[src/rtl/data_compression_if.sv]
// Raw-word in / compressed-word out stream bundle for the codebook encoder.
// master = upstream/downstream side, slave = encoder side.
interface data_compression_if #(
    parameter int RAW_W = 24,
    parameter int CMP_W = 12
);
    logic             in_valid;
    logic             in_ready;
    logic [RAW_W-1:0] raw_data;
    logic             out_valid;
    logic             out_ready;
    logic [CMP_W-1:0] compress_data;

    modport master (
        output in_valid,
        output raw_data,
        output out_ready,
        input  in_ready,
        input  out_valid,
        input  compress_data
    );

    modport slave (
        input  in_valid,
        input  raw_data,
        input  out_ready,
        output in_ready,
        output out_valid,
        output compress_data
    );
endinterface

[src/rtl/data_compression.sv]
// Codebook encoder: four 6-bit symbols -> four 2-bit codes plus per-lane miss flags.
// Latency 4 edges accept-to-out_valid; one word in flight, output held until out_ready.
module data_compression #(
    parameter int SYM_W  = 6,
    parameter int CODE_W = 2,
    parameter int CNT_W  = 16
) (
    input  logic              clk,
    input  logic              reset_n,
    input  logic [SYM_W-1:0]  c1,
    input  logic [SYM_W-1:0]  c2,
    input  logic [SYM_W-1:0]  c3,
    input  logic [SYM_W-1:0]  c4,
    input  logic [CODE_W-1:0] e1,
    input  logic [CODE_W-1:0] e2,
    input  logic [CODE_W-1:0] e3,
    input  logic [CODE_W-1:0] e4,
    data_compression_if.slave bus,
    output logic [CNT_W-1:0]  miss_count,
    output logic              busy
);
    localparam int LANES = 4;
    localparam int CMP_W = CODE_W*LANES + LANES;

    typedef enum logic [1:0] {
        S_IDLE   = 2'd0,
        S_ENCODE = 2'd1,
        S_OUTPUT = 2'd2
    } state_t;

    state_t                 r_state;
    state_t                 w_state_nxt;
    logic                   w_accept;
    logic                   r_in_ready;
    logic                   r_out_valid;
    logic                   r_busy;
    logic [1:0]             r_lane;
    logic [SYM_W*LANES-1:0] r_raw;
    logic [SYM_W-1:0]       r_c [LANES];
    logic [CODE_W-1:0]      r_e [LANES];
    logic [CMP_W-1:0]       r_cdata;
    logic [CNT_W-1:0]       r_miss;
    logic [SYM_W-1:0]       w_sym;
    logic                   w_hit;
    logic [CODE_W-1:0]      w_code;

    always_comb begin
        w_state_nxt = r_state;
        w_accept    = 1'b0;
        unique case (r_state)
            S_IDLE: begin
                if (bus.in_valid && r_in_ready) begin
                    w_accept    = 1'b1;
                    w_state_nxt = S_ENCODE;
                end
            end
            S_ENCODE: begin
                if (r_lane == 2'd3) begin
                    w_state_nxt = S_OUTPUT;
                end
            end
            S_OUTPUT: begin
                if (bus.out_ready) begin
                    w_state_nxt = S_IDLE;
                end
            end
            default: w_state_nxt = S_IDLE;
        endcase
    end

    // Handshake outputs are registered copies of the next state.
    always_ff @(posedge clk) begin
        if (!reset_n) begin
            r_state     <= S_IDLE;
            r_in_ready  <= 1'b0;
            r_out_valid <= 1'b0;
            r_busy      <= 1'b0;
        end else begin
            r_state     <= w_state_nxt;
            r_in_ready  <= (w_state_nxt == S_IDLE);
            r_out_valid <= (w_state_nxt == S_OUTPUT);
            r_busy      <= (w_state_nxt != S_IDLE);
        end
    end

    always_comb begin
        w_sym = r_raw[SYM_W-1:0];
        case (r_lane)
            2'd1:    w_sym = r_raw[2*SYM_W-1:SYM_W];
            2'd2:    w_sym = r_raw[3*SYM_W-1:2*SYM_W];
            2'd3:    w_sym = r_raw[4*SYM_W-1:3*SYM_W];
            default: w_sym = r_raw[SYM_W-1:0];
        endcase
    end

    // Scan from c4 down to c1 so the lowest-numbered matching entry wins.
    always_comb begin
        w_hit  = 1'b0;
        w_code = '0;
        for (int k = LANES-1; k >= 0; k--) begin
            if (w_sym == r_c[k]) begin
                w_hit  = 1'b1;
                w_code = r_e[k];
            end
        end
    end

    always_ff @(posedge clk) begin
        if (!reset_n) begin
            r_raw   <= '0;
            r_cdata <= '0;
            r_miss  <= '0;
            r_lane  <= '0;
            for (int k = 0; k < LANES; k++) begin
                r_c[k] <= '0;
                r_e[k] <= '0;
            end
        end else if (w_accept) begin
            r_raw   <= bus.raw_data;
            r_c[0]  <= c1;
            r_c[1]  <= c2;
            r_c[2]  <= c3;
            r_c[3]  <= c4;
            r_e[0]  <= e1;
            r_e[1]  <= e2;
            r_e[2]  <= e3;
            r_e[3]  <= e4;
            r_cdata <= '0;
            r_lane  <= '0;
        end else if (r_state == S_ENCODE) begin
            for (int k = 0; k < LANES; k++) begin
                if (r_lane == k[1:0]) begin
                    r_cdata[CODE_W*k +: CODE_W] <= w_code;
                    r_cdata[CODE_W*LANES + k]   <= !w_hit;
                end
            end
            if (!w_hit && (r_miss != {CNT_W{1'b1}})) begin
                r_miss <= r_miss + CNT_W'(1);
            end
            r_lane <= r_lane + 2'd1;
        end
    end

    assign bus.in_ready      = r_in_ready;
    assign bus.out_valid     = r_out_valid;
    assign bus.compress_data = r_cdata;
    assign miss_count        = r_miss;
    assign busy              = r_busy;
endmodule

[src/flat_wrapper.sv]
// flat-port wrapper written by rule: the top's interface ports become plain ports
module data_compression_flat 
#(
    parameter int SYM_W  = 6,
    parameter int CODE_W = 2,
    parameter int CNT_W  = 16
)
  (clk, reset_n, c1, c2, c3, c4, e1, e2, e3, e4, miss_count, busy, bus_in_valid, bus_raw_data, bus_out_ready, bus_in_ready, bus_out_valid, bus_compress_data);
  data_compression_if bus_i ();
  input  logic clk;
  input  logic reset_n;
  input  logic [SYM_W-1:0] c1;
  input  logic [SYM_W-1:0] c2;
  input  logic [SYM_W-1:0] c3;
  input  logic [SYM_W-1:0] c4;
  input  logic [CODE_W-1:0] e1;
  input  logic [CODE_W-1:0] e2;
  input  logic [CODE_W-1:0] e3;
  input  logic [CODE_W-1:0] e4;
  output logic [CNT_W-1:0] miss_count;
  output logic busy;
  input wire logic [$bits(bus_i.in_valid)-1:0] bus_in_valid;
  input wire logic [$bits(bus_i.raw_data)-1:0] bus_raw_data;
  input wire logic [$bits(bus_i.out_ready)-1:0] bus_out_ready;
  output wire logic [$bits(bus_i.in_ready)-1:0] bus_in_ready;
  output wire logic [$bits(bus_i.out_valid)-1:0] bus_out_valid;
  output wire logic [$bits(bus_i.compress_data)-1:0] bus_compress_data;
  assign bus_i.in_valid = bus_in_valid;
  assign bus_i.raw_data = bus_raw_data;
  assign bus_i.out_ready = bus_out_ready;
  assign bus_in_ready = bus_i.in_ready;
  assign bus_out_valid = bus_i.out_valid;
  assign bus_compress_data = bus_i.compress_data;
  data_compression #(.SYM_W(SYM_W), .CODE_W(CODE_W), .CNT_W(CNT_W)) u_core (.clk(clk), .reset_n(reset_n), .c1(c1), .c2(c2), .c3(c3), .c4(c4), .e1(e1), .e2(e2), .e3(e3), .e4(e4), .bus(bus_i), .miss_count(miss_count), .busy(busy));
endmodule
[config.mk]
export PLATFORM = sky130hd
export DESIGN_NAME = data_compression_flat
export DESIGN_NICKNAME = d
export VERILOG_FILES = /design/src/rtl/data_compression_if.sv /design/src/rtl/data_compression.sv /design/src/flat_wrapper.sv
export SDC_FILE = /design/constraint.sdc
export NUM_CORES = 1
export LEC_CHECK = 0
export CORE_UTILIZATION = 55
export CTS_CLUSTER_DIAMETER = 80
export DETAILED_ROUTE_END_ITERATION = 6
export GPL_TIMING_DRIVEN = 0
export PLACE_DENSITY_LB_ADDON = 0.08
export SETUP_SLACK_MARGIN = 0.05
export SYNTH_ARGS = -nofsm -noshare
export SYNTH_HDL_FRONTEND = slang
export SYNTH_SLANG_ARGS = --single-unit
export TNS_END_PERCENT = 20
[constraint.sdc]
create_clock -name clk -period 7.4 [get_ports clk]
set_input_delay 1.48 -clock clk [delete_from_list [all_inputs] [get_ports clk]]
set_output_delay 1.48 -clock clk [all_outputs]
set_load 0.02 [all_outputs]
## Word level (Yosys, flattened, before mapping)

Memory sizes are Yosys's and may differ from the RTL's.
Index checks and enable logic that the tools add are counted.

- Input port bits: 60
- Output and inout port bits: 31
- Memories kept: 2
- Register bits after elaboration: 59
- Logic and storage cells: 76
- RAM bits: 32

- Mux-type cells: 27
- Equality and inequality tests: 11
- Add/sub/neg operators: 2
- Reductions and logical operators: 13
- Bitwise gates (word level): 10

Memories:

| memory | depth | bits a word | read ports | clocked after memory_dff | write ports | RTL line | source |
|---|---|---|---|---|---|---|---|
| u_core.r_c | 4 | 6 | 4 | 0 | 4 | data_compression.sv:39 | `logic [SYM_W-1:0] r_c [LANES];` |
| u_core.r_e | 4 | 2 | 4 | 0 | 4 | data_compression.sv:40 | `logic [CODE_W-1:0] r_e [LANES];` |

Operators with widths:

| kind | number |
|---|---|
| 6-bit == test | 4 |
| 6-bit 2-to-1 mux | 4 |
| 2-bit 2-to-1 mux | 11 |
| 6-bit case mux with 3 select lines | 1 |
| 16-bit by 1-bit adder with 16-bit output, second input constant | 1 |
| 16-bit inequality test, second input constant | 1 |
| 1-bit 2-to-1 mux | 10 |
| 2-bit == test, second input constant | 4 |
| 1-bit OR | 8 |
| 2-bit AND reduction | 4 |
| 2-bit logical NOT | 3 |
| 2-bit case mux with 3 select lines | 1 |
| 2-bit by 1-bit == test with 1-bit output, second input constant | 2 |
| 3-bit AND reduction | 1 |
| 2-bit by 1-bit adder with 2-bit output, second input constant | 1 |
| 1-bit logical AND | 2 |
| 1-bit NOT | 2 |
| 2-bit nonzero test | 1 |
| 2-bit OR reduction | 1 |
| 1-bit logical NOT | 1 |

## Logic depth before layout (Yosys ltp)

- Word-level depth: 10
- Mapped depth: 11
- Mapped depth without buffers: 10

## Least setup slack after synthesis

OpenSTA, ideal clock, no wires.

- Path type: input port to flip-flop
- From: in bus_in_valid
- To: mem u_core.r_c[0][0] (enable)
- Setup time: 412 ps
- Path buffers: 1
- Stages on the path: 3
- Data required time: 6988 ps
- Slack: 3963 ps
- Arrival time: 3025 ps
- Path through: nand3_1 -> nand2_1 -> clkbuf_1

RTL lines:

| element | RTL line | source |
|---|---|---|
| start: declaration | flat_wrapper.sv:22 | `input wire logic [$bits(bus_i.in_valid)-1:0] bus_in_valid;` |
| end: declaration | data_compression.sv:39 |  |

==> impl_metrics.json <==
{
  "synth_common_cells": "nand2_1, dfxtp_1, and3_1, edfxtp_1, a21boi_0",
  "drt_iter0_drc": 202,
  "critical-path-top-delay-family": "buffers and inverters",
  "fin_cells": 624,
  "crit_path_start_kind": "primary input",
  "finalWirelength_um": 9510,
  "area_growth_syn_to_layout_pct": 29.4,
  "synth.area.top_cells": "dfxtp_1, edfxtp_1, nand2_1",
  "dieArea_um2": 8030,
  "setup_viol_count_final": 0,
  "antenna_found_initial": 0,
  "yosysWarnings": 0,
  "nets": 586,
  "grt_max_degree": 22,
  "syn_nets": 484,
  "postCtsSetupBuffers": 0,
  "fin_skew_ns": 0.0172,
  "maxSlewViolCount": 0,
  "synthFlopType": "dfxtp_1",
  "worst_ep_arrival_time_ns": 3.34,
  "critPathRequiredTime_ns": 7.46,
  "cp-end-kind": "register",
  "yosysTopAreaCell": "dfxtp_1",
  "syn_area_um2": 4220,
  "first_pass_iters": 6,
  "yosys.area.top_type_share_pct": 28.0,
  "diodes": 0,
  "vias": 3349,
  "cts.repair.resized": 0,
  "status": "finished, final reports clean",
  "critPathMaxStageDelay_ns": 0.53,
  "dp_hpwl_um": 7210,
  "utilization_pct": 74.5,
  "cts_made_buffers": 9,
  "max-slew-margin-rel_pct": 63.0,
  "cts_root_buf": "clkbuf_8",
  "ff_latch_area_um2": 2140,
  "fmax_ghz": 0.305,
  "path_cells": "clkdlybuf4s50_1 -> nand3_1 -> nand2_1 -> clkbuf_2 -> buf_16",
  "ys_ff_latch": 91,
  "maxCapViolations": 0,
  "via_per_inst": 5.37,
  "clk_pin_slew_ns": 0.08,
  "rows": 31,
  "fin_tns_setup_ns": 0,
  "groute.usage.overall_pct": 24.8,
  "fillCellCount": 535,
  "h-tree-depth": 3,
  "period_minus_slack_ns": 3.27,
  "tightestPinTransition_ns": 0.554,
  "critPathKind": "primary input to register",
  "clkLatencyLatePin_ns": 0.36,
  "grt_pass1_vias": 3102,
  "port-buffer-count": 90,
  "core_um2": 7330,
  "switching_share_pct": 26.2,
  "die_h_um": 89.6,
  "crit_fanout": 21,
  "cts_max_path_buffers": 2,
  "ys_seq_area_share_pct": 50.8,
  "intPower_mw": 0.762,
  "grt_pass1_wl_um": 14600,
  "power_switching_mw": 0.271,
  "synth-edff-count": 32,
  "die_x_um": 89.6,
  "rsz0062_at_grt": "false",
  "ys_types": 40,
  "irDropWorstVdd_uv": 99.1,
  "netlist_instances": 418,
  "overflow": 0,
  "finalCritPeriodShare_pct": 44.3,
  "avgSynthCellArea_um2": 10.1,
  "synthArstFlopShare_pct": 0,
  "critPathBufInv": 3,
  "num_io_pins": 91,
  "drc": 0,
  "yosysMostFrequentCell": "nand2_1",
  "p_leak_nw": 2.09,
  "seqPwrFrac_pct": 53.7,
  "cts_hold_buf": 0,
  "place_congestion": 0.827,
  "finalHoldViolCount": 0,
  "start_util_pct": 57.6,
  "pwr-share-clk_pct": 30.8,
  "hp-class": "register to register",
  "drive_above_1_share_pct": 7.24,
  "place_inst": 608,
  "cts_tree": "built",
  "cts.sinks": 91,
  "multiInputGateArea_um2": 1950,
  "avgRoutedWirePerCell_um": 15.2,
  "power_density_nw_per_um2": 189,
  "cp_slowest_cell": "clkbuf_2",
  "comb_power_share_pct": 15.5,
  "ant_nets": 0
}
sequential cells by signal, summed over array words and instances, names as in the netlist:
register                  cells
u_core.r_e                    8
u_core.miss_count            16
u_core.busy                   1
u_core.r_raw                 24
u_core.bus.in_ready           1
u_core.bus.out_valid          1
u_core.r_c                   24
u_core.r_state                2
u_core.bus.compress_data     12
u_core.r_lane                 2
cell families after synthesis:
| kind of cell | Yosys count | share of synthesized area [%] |
|---|---|---|
| AO/OA/AOI/OAI | 49 | 9.72 |
| XOR/XNOR | 29 | 6.37 |
| adder cells (fa/ha/maj) | 6 | 1.78 |
| buffers and inverters | 34 | 3.14 |
| flip-flops | 91 | 50.8 |
| multiplexers | 21 | 5.72 |
| AND/OR/NAND/NOR | 188 | 22.5 |
worst reg2reg max path, delay by kind of cell, from the launching register on:
kind | cells | cell delay, ns
compound gates | 4 | 1.17
xor+xnor | 1 | 0.23
fa+ha+maj | 1 | 0.30
buf+inv | 1 | 0.11
flops | 1 | 0.41
mux | 1 | 0.27
simple gates | 2 | 0.50
metal layers:
layer	vias to the layer above	share of wire [%]	track usage, %
met1	1581	44	29.5
met5	-	0	0
met4	0	2.1	11.1
met2	93	51	44.4
met3	15	3.3	3.75
li1	1660	-	-
path summary, 6_finish.rpt:
check	start	end	cells past startpoint	slack [ns]
worst max register to register	u_core.r_lane[0]$_SDFFE_PP0P_	u_core.bus.compress_data[7]$_SDFFE_PP0P_	10	4.29
worst max-delay path	bus_in_valid	u_core.r_c[0][1]$_SDFFCE_PN0P_	5	4.13
worst min-delay path	u_core.r_raw[0]$_SDFFE_PN0P_	u_core.r_raw[0]$_SDFFE_PN0P_	2	0.47
worst min register to register	u_core.r_raw[0]$_SDFFE_PN0P_	u_core.r_raw[0]$_SDFFE_PN0P_	2	0.47
power by group through the flow:
| stage | sequential (mW) | clock [mW] | combinational (mW) |
|---|---|---|---|
| 6_report | 0.555 | 0.318 | 0.160 |
| 5_1_grt | 0.558 | 0.342 | 0.174 |
| 4_1_cts | 0.555 | 0.321 | 0.161 |
| 3_5_place_dp | 0.567 | 0 | 0.160 |
| 3_3_place_gp | 0.566 | 0 | 0.153 |
| 2_1_floorplan | 0.567 | 0 | 0.0895 |
final cells by class:
cell class | count | area share [%]
clock buffers | 11 | 2.79
clock inverters | 5 | 0.664
well taps | 99 | 2.27
repair buffers | 91 | 17.0
flip-flops and latches | 91 | 39.2
inverters | 8 | 0.550
plain buffers | 26 | 1.90
multi-input cells | 293 | 35.6
stage by stage:
stage | power (mW) | cell area [µm²] | hold slack (ns) | setup slack, ns
2_1_floorplan | 0.657 | 4220 | 0.443 | 3.96
3_3_place_gp | 0.719 | 5250 | 0.453 | 2.89
3_5_place_dp | 0.727 | 5270 | 0.459 | 3.76
4_1_cts | 1.04 | 5460 | 0.472 | 4.11
5_1_grt | 1.07 | 5460 | 0.486 | 4.03
6_report | 1.03 | 5460 | 0.472 | 4.13
cells in the final DEF (no fill, tap or decap), drive strengths merged:
master	n
dfxtp	59
xnor2	25
a311oi	2
clkbuf	32
o22ai	2
and4	1
xor2	4
nor2b	1
or2	2
clkinv	3
clkdlybuf4s50	90
o31a	2
ha	6
a21boi	25
nor3b	1
a211oi	8
nand3	13
nand2	71
clkinvlp	1
o21ai	1
o21a	2
and2	11
nor2	22
edfxtp	32
nor3	4
nand2b	12
nor4	3
buf	6
inv	9
a222oi	6
mux2i	21
and3	41
nand4	6
a21oi	1
Power figures use the tool's default switching activity.
